## src/rtl/qar_bus_pkg.sv

```systemverilog
// Shared definitions for the QAR peripheral register bus: bridge FSM
// encoding, peripheral window location and fixed slot assignments.
package qar_bus_pkg;

   typedef enum logic [1:0] {
      ST_IDLE   = 2'd0,
      ST_SETUP  = 2'd1,
      ST_ACCESS = 2'd2,
      ST_RESP   = 2'd3
   } bridge_state_t;

   // 128-byte slots give 32 word registers per peripheral (addr_word[4:0]).
   localparam int          QAR_SLOT_BITS   = 7;
   localparam int          QAR_NUM_SLAVES  = 4;
   localparam logic [31:0] QAR_PERIPH_BASE = 32'h4000_0000;

   // Slot assignment inside the peripheral window.
   localparam int SLOT_GPIO  = 0;
   localparam int SLOT_TIMER = 1;
   localparam int SLOT_UART  = 2;
   localparam int SLOT_SPARE = 3;

endpackage

```

## src/rtl/qar_addr_decode.sv

```systemverilog
// Combinational byte-address decoder for the QAR peripheral window.
// Reports window hit, slot index, word alignment and word offset in slot.
module qar_addr_decode #(
   parameter logic [31:0] BASE_ADDR  = 32'h4000_0000,
   parameter int          NUM_SLAVES = 4,
   parameter int          SLOT_BITS  = 7,
   localparam int         IDX_BITS   = $clog2(NUM_SLAVES)
) (
   input  logic [31:0]         addr_i,
   output logic                hit_o,
   output logic [IDX_BITS-1:0] slot_o,
   output logic                aligned_o,
   output logic [4:0]          addr_word_o
);

   // Lowest address bit above the whole window (all slots).
   localparam int WIN_LSB = SLOT_BITS + IDX_BITS;

   assign hit_o       = (addr_i[31:WIN_LSB] == BASE_ADDR[31:WIN_LSB]);
   assign slot_o      = addr_i[WIN_LSB-1:SLOT_BITS];
   assign aligned_o   = (addr_i[1:0] == 2'b00);
   assign addr_word_o = addr_i[6:2];

endmodule

```

## src/rtl/qar_periph_bridge.sv

```systemverilog
// Initiator bridge from a CPU load/store request channel onto the QAR
// word-addressed peripheral bus. One request in flight at a time; each
// access walks IDLE -> SETUP -> ACCESS -> RESP, errors skip ACCESS.
//
// Handshakes: a request transfers on a rising edge where req_valid and
// req_ready are both 1; a response transfers on a rising edge where
// resp_valid and resp_ready are both 1. resp_* stay stable while
// resp_valid=1 and resp_ready=0.
module qar_periph_bridge
   import qar_bus_pkg::*;
#(
   parameter logic [31:0] BASE_ADDR  = QAR_PERIPH_BASE,
   parameter int          NUM_SLAVES = QAR_NUM_SLAVES,
   parameter int          SLOT_BITS  = QAR_SLOT_BITS
) (
   input  logic                     clk,
   input  logic                     rst_n,
   input  logic                     req_valid,
   output logic                     req_ready,
   input  logic                     req_we,
   input  logic [31:0]              req_addr,
   input  logic [31:0]              req_wdata,
   output logic                     resp_valid,
   input  logic                     resp_ready,
   output logic [31:0]              resp_rdata,
   output logic                     resp_err,
   output logic [NUM_SLAVES-1:0]    periph_write_en,
   output logic [NUM_SLAVES-1:0]    periph_read_en,
   output logic [4:0]               periph_addr_word,
   output logic [31:0]              periph_wdata,
   input  logic [NUM_SLAVES*32-1:0] periph_rdata,
   output bridge_state_t            dbg_state
);

   localparam int IDX_BITS = $clog2(NUM_SLAVES);

   bridge_state_t         state_q;
   logic                  req_ready_q;
   logic                  resp_valid_q;
   logic [31:0]           resp_rdata_q;
   logic                  resp_err_q;
   logic [NUM_SLAVES-1:0] write_en_q;
   logic [NUM_SLAVES-1:0] read_en_q;
   logic [4:0]            addr_word_q;
   logic [31:0]           wdata_q;
   logic                  we_q;
   logic                  err_q;
   logic [IDX_BITS-1:0]   slot_q;

   logic                  dec_hit;
   logic                  dec_aligned;
   logic [IDX_BITS-1:0]   dec_slot;
   logic [4:0]            dec_addr_word;
   logic [NUM_SLAVES-1:0] slot_onehot;
   logic [31:0]           rd_sel;

   qar_addr_decode #(
      .BASE_ADDR  (BASE_ADDR),
      .NUM_SLAVES (NUM_SLAVES),
      .SLOT_BITS  (SLOT_BITS)
   ) u_decode (
      .addr_i      (req_addr),
      .hit_o       (dec_hit),
      .slot_o      (dec_slot),
      .aligned_o   (dec_aligned),
      .addr_word_o (dec_addr_word)
   );

   // One-hot strobe pattern for the latched slot.
   always_comb begin
      slot_onehot         = '0;
      slot_onehot[slot_q] = 1'b1;
   end

   // Select the latched slot's combinational read data.
   always_comb begin
      rd_sel = '0;
      for (int i = 0; i < NUM_SLAVES; i++) begin
         if (slot_q == IDX_BITS'(i)) rd_sel = periph_rdata[32*i +: 32];
      end
   end

   // Bridge FSM; every output is a register updated here.
   always_ff @(posedge clk or negedge rst_n) begin
      if (!rst_n) begin
         state_q      <= ST_IDLE;
         req_ready_q  <= 1'b1;
         resp_valid_q <= 1'b0;
         resp_rdata_q <= '0;
         resp_err_q   <= 1'b0;
         write_en_q   <= '0;
         read_en_q    <= '0;
         addr_word_q  <= '0;
         wdata_q      <= '0;
         we_q         <= 1'b0;
         err_q        <= 1'b0;
         slot_q       <= '0;
      end else begin
         case (state_q)
            ST_IDLE: begin
               if (req_valid) begin
                  we_q        <= req_we;
                  slot_q      <= dec_slot;
                  err_q       <= ~(dec_hit & dec_aligned);
                  addr_word_q <= dec_addr_word;
                  wdata_q     <= req_wdata;
                  req_ready_q <= 1'b0;
                  state_q     <= ST_SETUP;
               end
            end
            ST_SETUP: begin
               if (err_q) begin
                  // Bad address: answer directly, never strobe a peripheral.
                  resp_valid_q <= 1'b1;
                  resp_err_q   <= 1'b1;
                  resp_rdata_q <= '0;
                  state_q      <= ST_RESP;
               end else begin
                  if (we_q) write_en_q <= slot_onehot;
                  else      read_en_q  <= slot_onehot;
                  state_q <= ST_ACCESS;
               end
            end
            ST_ACCESS: begin
               write_en_q   <= '0;
               read_en_q    <= '0;
               if (!we_q) resp_rdata_q <= rd_sel;
               resp_valid_q <= 1'b1;
               state_q      <= ST_RESP;
            end
            ST_RESP: begin
               if (resp_ready) begin
                  resp_valid_q <= 1'b0;
                  resp_rdata_q <= '0;
                  resp_err_q   <= 1'b0;
                  req_ready_q  <= 1'b1;
                  state_q      <= ST_IDLE;
               end
            end
            default: state_q <= ST_IDLE;
         endcase
      end
   end

   assign req_ready        = req_ready_q;
   assign resp_valid       = resp_valid_q;
   assign resp_rdata       = resp_rdata_q;
   assign resp_err         = resp_err_q;
   assign periph_write_en  = write_en_q;
   assign periph_read_en   = read_en_q;
   assign periph_addr_word = addr_word_q;
   assign periph_wdata     = wdata_q;
   assign dbg_state        = state_q;

endmodule

```

## config.mk

```make
export PLATFORM = sky130hd
export DESIGN_NAME = qar_periph_bridge
export DESIGN_NICKNAME = d
export VERILOG_FILES = /design/src/rtl/qar_bus_pkg.sv /design/src/rtl/qar_addr_decode.sv /design/src/rtl/qar_periph_bridge.sv
export SDC_FILE = /design/constraint.sdc
export NUM_CORES = 1
export LEC_CHECK = 0
export CAP_MARGIN = 25
export CORE_MARGIN = 2
export CORE_UTILIZATION = 39
export CTS_BUF_LIST = sky130_fd_sc_hd__clkbuf_4
export DETAILED_ROUTE_END_ITERATION = 8
export HOLD_SLACK_MARGIN = 0.03
export PLACE_DENSITY = 0.94
export SYNTH_ARGS = -nofsm -noshare
export SYNTH_HDL_FRONTEND = slang
export SYNTH_HIERARCHICAL = 1
export SYNTH_SLANG_ARGS = --single-unit
```

## constraint.sdc

```tcl
create_clock -name clk -period 2.38 [get_ports clk]
set_input_delay 0.238 -clock clk [delete_from_list [all_inputs] [get_ports clk]]
set_output_delay 0.238 -clock clk [all_outputs]
set_load 0.01 [all_outputs]
```

* Word-level counts from Yosys, hierarchy flattened
Cells that the tools add are included.
** Word-level totals
- Register bits :: 86
- Latch bits :: 0
- Memory bits (writable) :: 0
- ROM bits :: 0
- Input bits :: 197
- Output and inout port bits :: 82
- Word-level logic and storage cells :: 73
- Memories :: 0
** Cells by class
- Add/sub/neg operators :: 0
- $mul :: 0
- Div/mod/pow operators :: 0
- $lt $le $gt $ge :: 2
- Eq/ne operators :: 14
- Shifts and indexed selects :: 0
- Mux-type cells :: 27
- Bitwise operators :: 2
- Reduce and logical (&&, ||, !) cells :: 16
** Operators by type and width (count)
- $mux 32 :: 7
- $pmux 32 s3 :: 1
- $eq 23x22->1 const B :: 1
- $mux 4 :: 4
- $pmux 4 s2 :: 2
- $reduce_and 3->1 :: 5
- $ne 2x2->1 const B :: 7
- $eq 2x2->1 const B :: 4
- $pmux 2 s4 :: 1
- $logic_not 2->1 :: 3
- $mux 1 :: 6
- $reduce_bool 2->1 :: 3
- $eq 2x1->1 const B :: 2
- $mux 2 :: 2
- $pmux 1 s2 :: 2
- $reduce_and 2->1 :: 2
- $reduce_and 4->1 :: 1
- $lt 2x3->1 const B :: 1
- $pmux 1 s3 :: 1
- $reduce_bool 3->1 :: 1
- $demux 1 s2 :: 1
- $ge 2x1->1 const B :: 1
- $and 1x1->1 :: 1
- $logic_and 1x1->1 :: 1
- $not 1->1 :: 1

* Depth between registers and ports, before layout
- Depth after elaboration :: 7
- Gate-level depth with buffers :: 7
- Gate-level depth less buffers :: 5

* By module
The synthesis kept the hierarchy.
** By module, submodules not included
- qar_periph_bridge :: times used 1, cells each 296, area each 4536.9 µm², sequential area each 2153.3 µm²
- qar_addr_decode :: times used 1, cells each 17, area each 127.6 µm², sequential area each 0.0 µm²

* Worst setup path before layout
No wires, ideal clock.
- Kind :: reg-to-reg
- Start point :: reg state_q[1] (netlist: dbg_state[1])
- End point :: reg resp_rdata_q[10] (netlist: resp_rdata[10])
- Setup time :: 0.126 ns
- Data arrival time :: 1.853 ns
- Data required time :: 2.254 ns
- Slack :: 0.401 ns
- Cell stages (with the launch flop) :: 8
- Path buffers :: 2
- Period minus slack after synthesis :: 1.979 ns
- Cells stage by stage :: dfrtp_1 > inv_1 > ha_1 > nor2b_4 > or3_1 > buf_6 > buf_8 > a221o_1
** On the way
- Cells in the longest elaborated chain, start to end :: 3
- Elaborated cells on any way between the ends :: 9
- Classes of those cells :: eq/ne (6); mux (1); reduce/logical (2)
** Ends and longest elaborated chain
- start: declaration :: RTL line qar_periph_bridge.sv:37 : bridge_state_t state_q;
- start signal: assignment :: RTL line qar_periph_bridge.sv:86 : state_q <= ST_IDLE;
- start signal: assignment :: RTL line qar_periph_bridge.sv:108 : state_q <= ST_SETUP;
- start signal: assignment :: RTL line qar_periph_bridge.sv:117 : state_q <= ST_RESP;
- $eq 2x2->1 / $eq 2x1->1 (equally long branches) :: RTL line qar_periph_bridge.sv:99 : case (state_q)
- $ne 2x2->1 (no line) / $reduce_bool 3->1 (equally long branches)
- $reduce_and 4->1 (no line)
- end signal: assignment :: RTL line qar_periph_bridge.sv:127 : if (!we_q) resp_rdata_q <= rd_sel;
- end: declaration :: RTL line qar_periph_bridge.sv:40 : logic [31:0] resp_rdata_q;
Parallel ways exist; a longest one is shown, timed or not.
A chain may end at the register's enable or synchronous reset.

* Worst setup path in the final report
- Start point :: reg state_q[1] (netlist: dbg_state[1])
- End point :: reg resp_rdata_q[18] (netlist: resp_rdata[18])
The elaborated chain is that of the path after synthesis.

==> run metrics <==
RSZ-0062 raised after global routing=no; register area share after synthesis=46.16%; WP data arrival=2.45 ns; Max-Slew Margin vs Limit=56.32%; die area=12850 sq um; CP peak stage delay=roughly 0.46 ns; peak supply drop=0.6849 mV; M1 GR Usage=a little under a quarter; chip height=113.4 microns; Post-Place Cell Area=approximately 7500 sq um; # IOs=between 200 and 300; die width=113.4 microns; syn nets=515; Synth area leaders=dfrtp_1 (46%), mux4_1 (12%), a221o_1 (6.9%); synth unique cells=43; setup TNS=0 ns; final setup violation count=0; Fin Hold WS=roughly 0.33 ns; RR Endpoint=resp_rdata[18]; register bit total from synthesis=86; gpl congestion=0.8611; Final Slew Violations=0; # H-tree levels=3; gr busiest metal=met2; Syn Std Cell Area=between 4000 and 5000 sq um; sequence of cells on the critical path=inv_1 > ha_1 > nor2b_4 > or3_1 > buf_4 > a221o_1; P per Cell Area=roughly 1000 nW/um^2; CTS tree=done; Tot Pwr=around 0.0075 W; Worst-Skew Late Latency=0.46 ns; drt via density=5.545; area grow syn2layout=63.73%; gr ovfl total=0; CP Class=flip-flop to flip-flop; ANT nets after route=0; filler cell count=851; Leakage=3.243 nW; HP Class=primary input to asynchronous set/reset pin; Post-DP HPWL=11.34 mm; CTS Buffer Depth=2; Setup crit start kind=flip-flop; Final Cell Area=approximately 7600 sq um; GR Util met3=8.838%; Clock Skews=approximately 0.018 ns; first-pass iteration count of the detailed router=4; final std cells w/o fill=729; fin crit share=88.88%; initial DRC count=roughly 190; worst path required time=roughly 2.7 ns; Slew @ Worst Pin=0.6552 ns; largest net degree at the start of global routing=51; DR vias=around 4000; CTS root buf=clkbuf_4; Largest delay share family, worst path=simple AND/OR/NAND/NOR gates; Critical Path End Type=flip-flop; dominant synthesized flop cell=dfrtp_1; WP buf/inv=2; min Tclk post-route=2.115 ns; asr flop ratio synth=100.0%; Initial Utilization=40.33%; fin nets=783; top cell type's share of synthesized area=45.60%; postcts setup bufs=0; most frequent cells in the layout=clkdlybuf4s50_1 (277), dfrtp_1 (84), a221o_1 (32); vias in the first global route=around 4300; global-route wire length before repair=22.53 mm; port bufs=278; number of synthesized flops with an enable pin=0; final hold violation count=0; R2R depth=6; leading cell type in the layout, fill and taps excluded=clkdlybuf4s50_1; Sink Count=86; placed cells=about 710; Max-Cap Viols=0; RR Startpoint=dbg_state[1]; Routed wire per std cell=between 15 and 20 microns; status=completed; CP max FO=33; CTS clock-pin slew for the worst setup and hold paths=0.14 ns; DR DRC count=0; core area=11560 sq um; FF-to-FF setup slack=0.26 ns; area leader, netlist=dfrtp_1; GRT Total Usage=22.74%; met2 usage=41.64%; detailed-route wire length=14.55 mm; CTS Buf Count=9; Achievable Freq=0.4728 GHz; syn avg cell area=roughly 15 sq um; slowest stage cell, crit path=dfrtp_1; initial antenna violation count=0; Synth Instances=313; Ys Warns=6; layout cell share with drive strength beyond 1=14.33%; # diodes=0; Cell Rows=39
[logic make-up after synthesis]
logic type	count (synthesis)	share of synthesized area [%]
adders and majority gates	5	1.341
AOI/OAI and AO/OA	53	10.22
DFF	86	46.16
buffers and inverters	37	6.223
and+or+nand+nor	58	8.718
muxes	74	27.33
[sequential cells by signal (all words and copies together), names as in the netlist]
| signal | flops |
|---|---|
| resp_valid | 1 |
| periph_addr_word | 5 |
| we_q | 1 |
| err_q | 1 |
| dbg_state | 2 |
| resp_rdata | 32 |
| periph_wdata | 32 |
| resp_err | 1 |
| slot_q | 2 |
| periph_read_en | 4 |
| periph_write_en | 4 |
| req_ready | 1 |
[final cells by class]
cell class	count	area, sq um	share of cell area [%]
clock inverter	6	92.59	1.212
tap	143	178.9	2.343
inverter	4	15.01	0.1966
timing repair buffer	290	2898	37.94
clock buffer	10	75.07	0.9830
multi-input combinational	190	2223	29.11
sequential	86	2155	28.21
[layer usage]
layer,vias up,routed length [microns]
met3,25,1337
met1,2010,5227
met4,0,245
met5,-,0
met2,208,7736
li1,1799,-
[cells in the mapped netlist, types with 2 or more instances]
cell and instances:
mux4_2 10, nor2_1 4, mux2_2 21, nand2_1 3, dlygate4sd1_1 4, a221o_1 32
nand2b_1 2, mux2_1 20, and3_1 17, buf_1 4, dfrtp_1 85, and3_2 15
buf_8 3, a21oi_1 7, nor2b_1 3, a22o_1 6, buf_4 8, nor3_1 4
nor4_1 2, a32o_1 2, ha_1 5, clkbuf_8 2, clkbuf_1 5, buf_6 5
inv_1 4, nor4_2 2, mux4_1 22
[worst max path at each step]
stage / from / end / slack, ns / depth (start not counted)
after floorplan: dbg_state[1] / resp_rdata[10] / 0.40 / 7
after global placement: resp_ready / resp_rdata[17] / 0.38 / 5
after detailed placement: dbg_state[1] / resp_rdata[18] / 0.33 / 6
after CTS: dbg_state[1] / resp_rdata[18] / 0.28 / 6
after global routing: dbg_state[1] / resp_rdata[17] / 0.17 / 6
final: dbg_state[1] / resp_rdata[18] / 0.26 / 6
[metrics by stage]
step           worst slack, ns  util, %
2_1_floorplan           0.4013        -
3_3_place_gp            0.3821    64.50
3_5_place_dp            0.3271    64.50
4_1_cts                 0.2806    66.04
5_1_grt                 0.1688    66.04
6_report                0.2648    66.04
[worst register-to-register path, delay by kind of cell, from the launching register on]
family          cells  cell delay, ns
compound gates      1            0.42
fa+ha+maj           1            0.25
buf+inv             2            0.35
flops               1            0.46
simple gates        2            0.51
[what timing repair did]
action,CTS,global route
endpoints found under the hold margin,47,0
hold buffers,1,0
gates resized for setup,0,0
[report_power, final]
| group | internal (W) | total (W) | switching, W |
|---|---|---|---|
| logic | 0.00236 | 0.00416 | 0.00180 |
| registers | 0.00202 | 0.00237 | 0.000343 |
| clock network | 0.000444 | 0.000975 | 0.000530 |
| total | 0.00483 | 0.00750 | 0.00268 |
(Power assumes the default switching activity.)
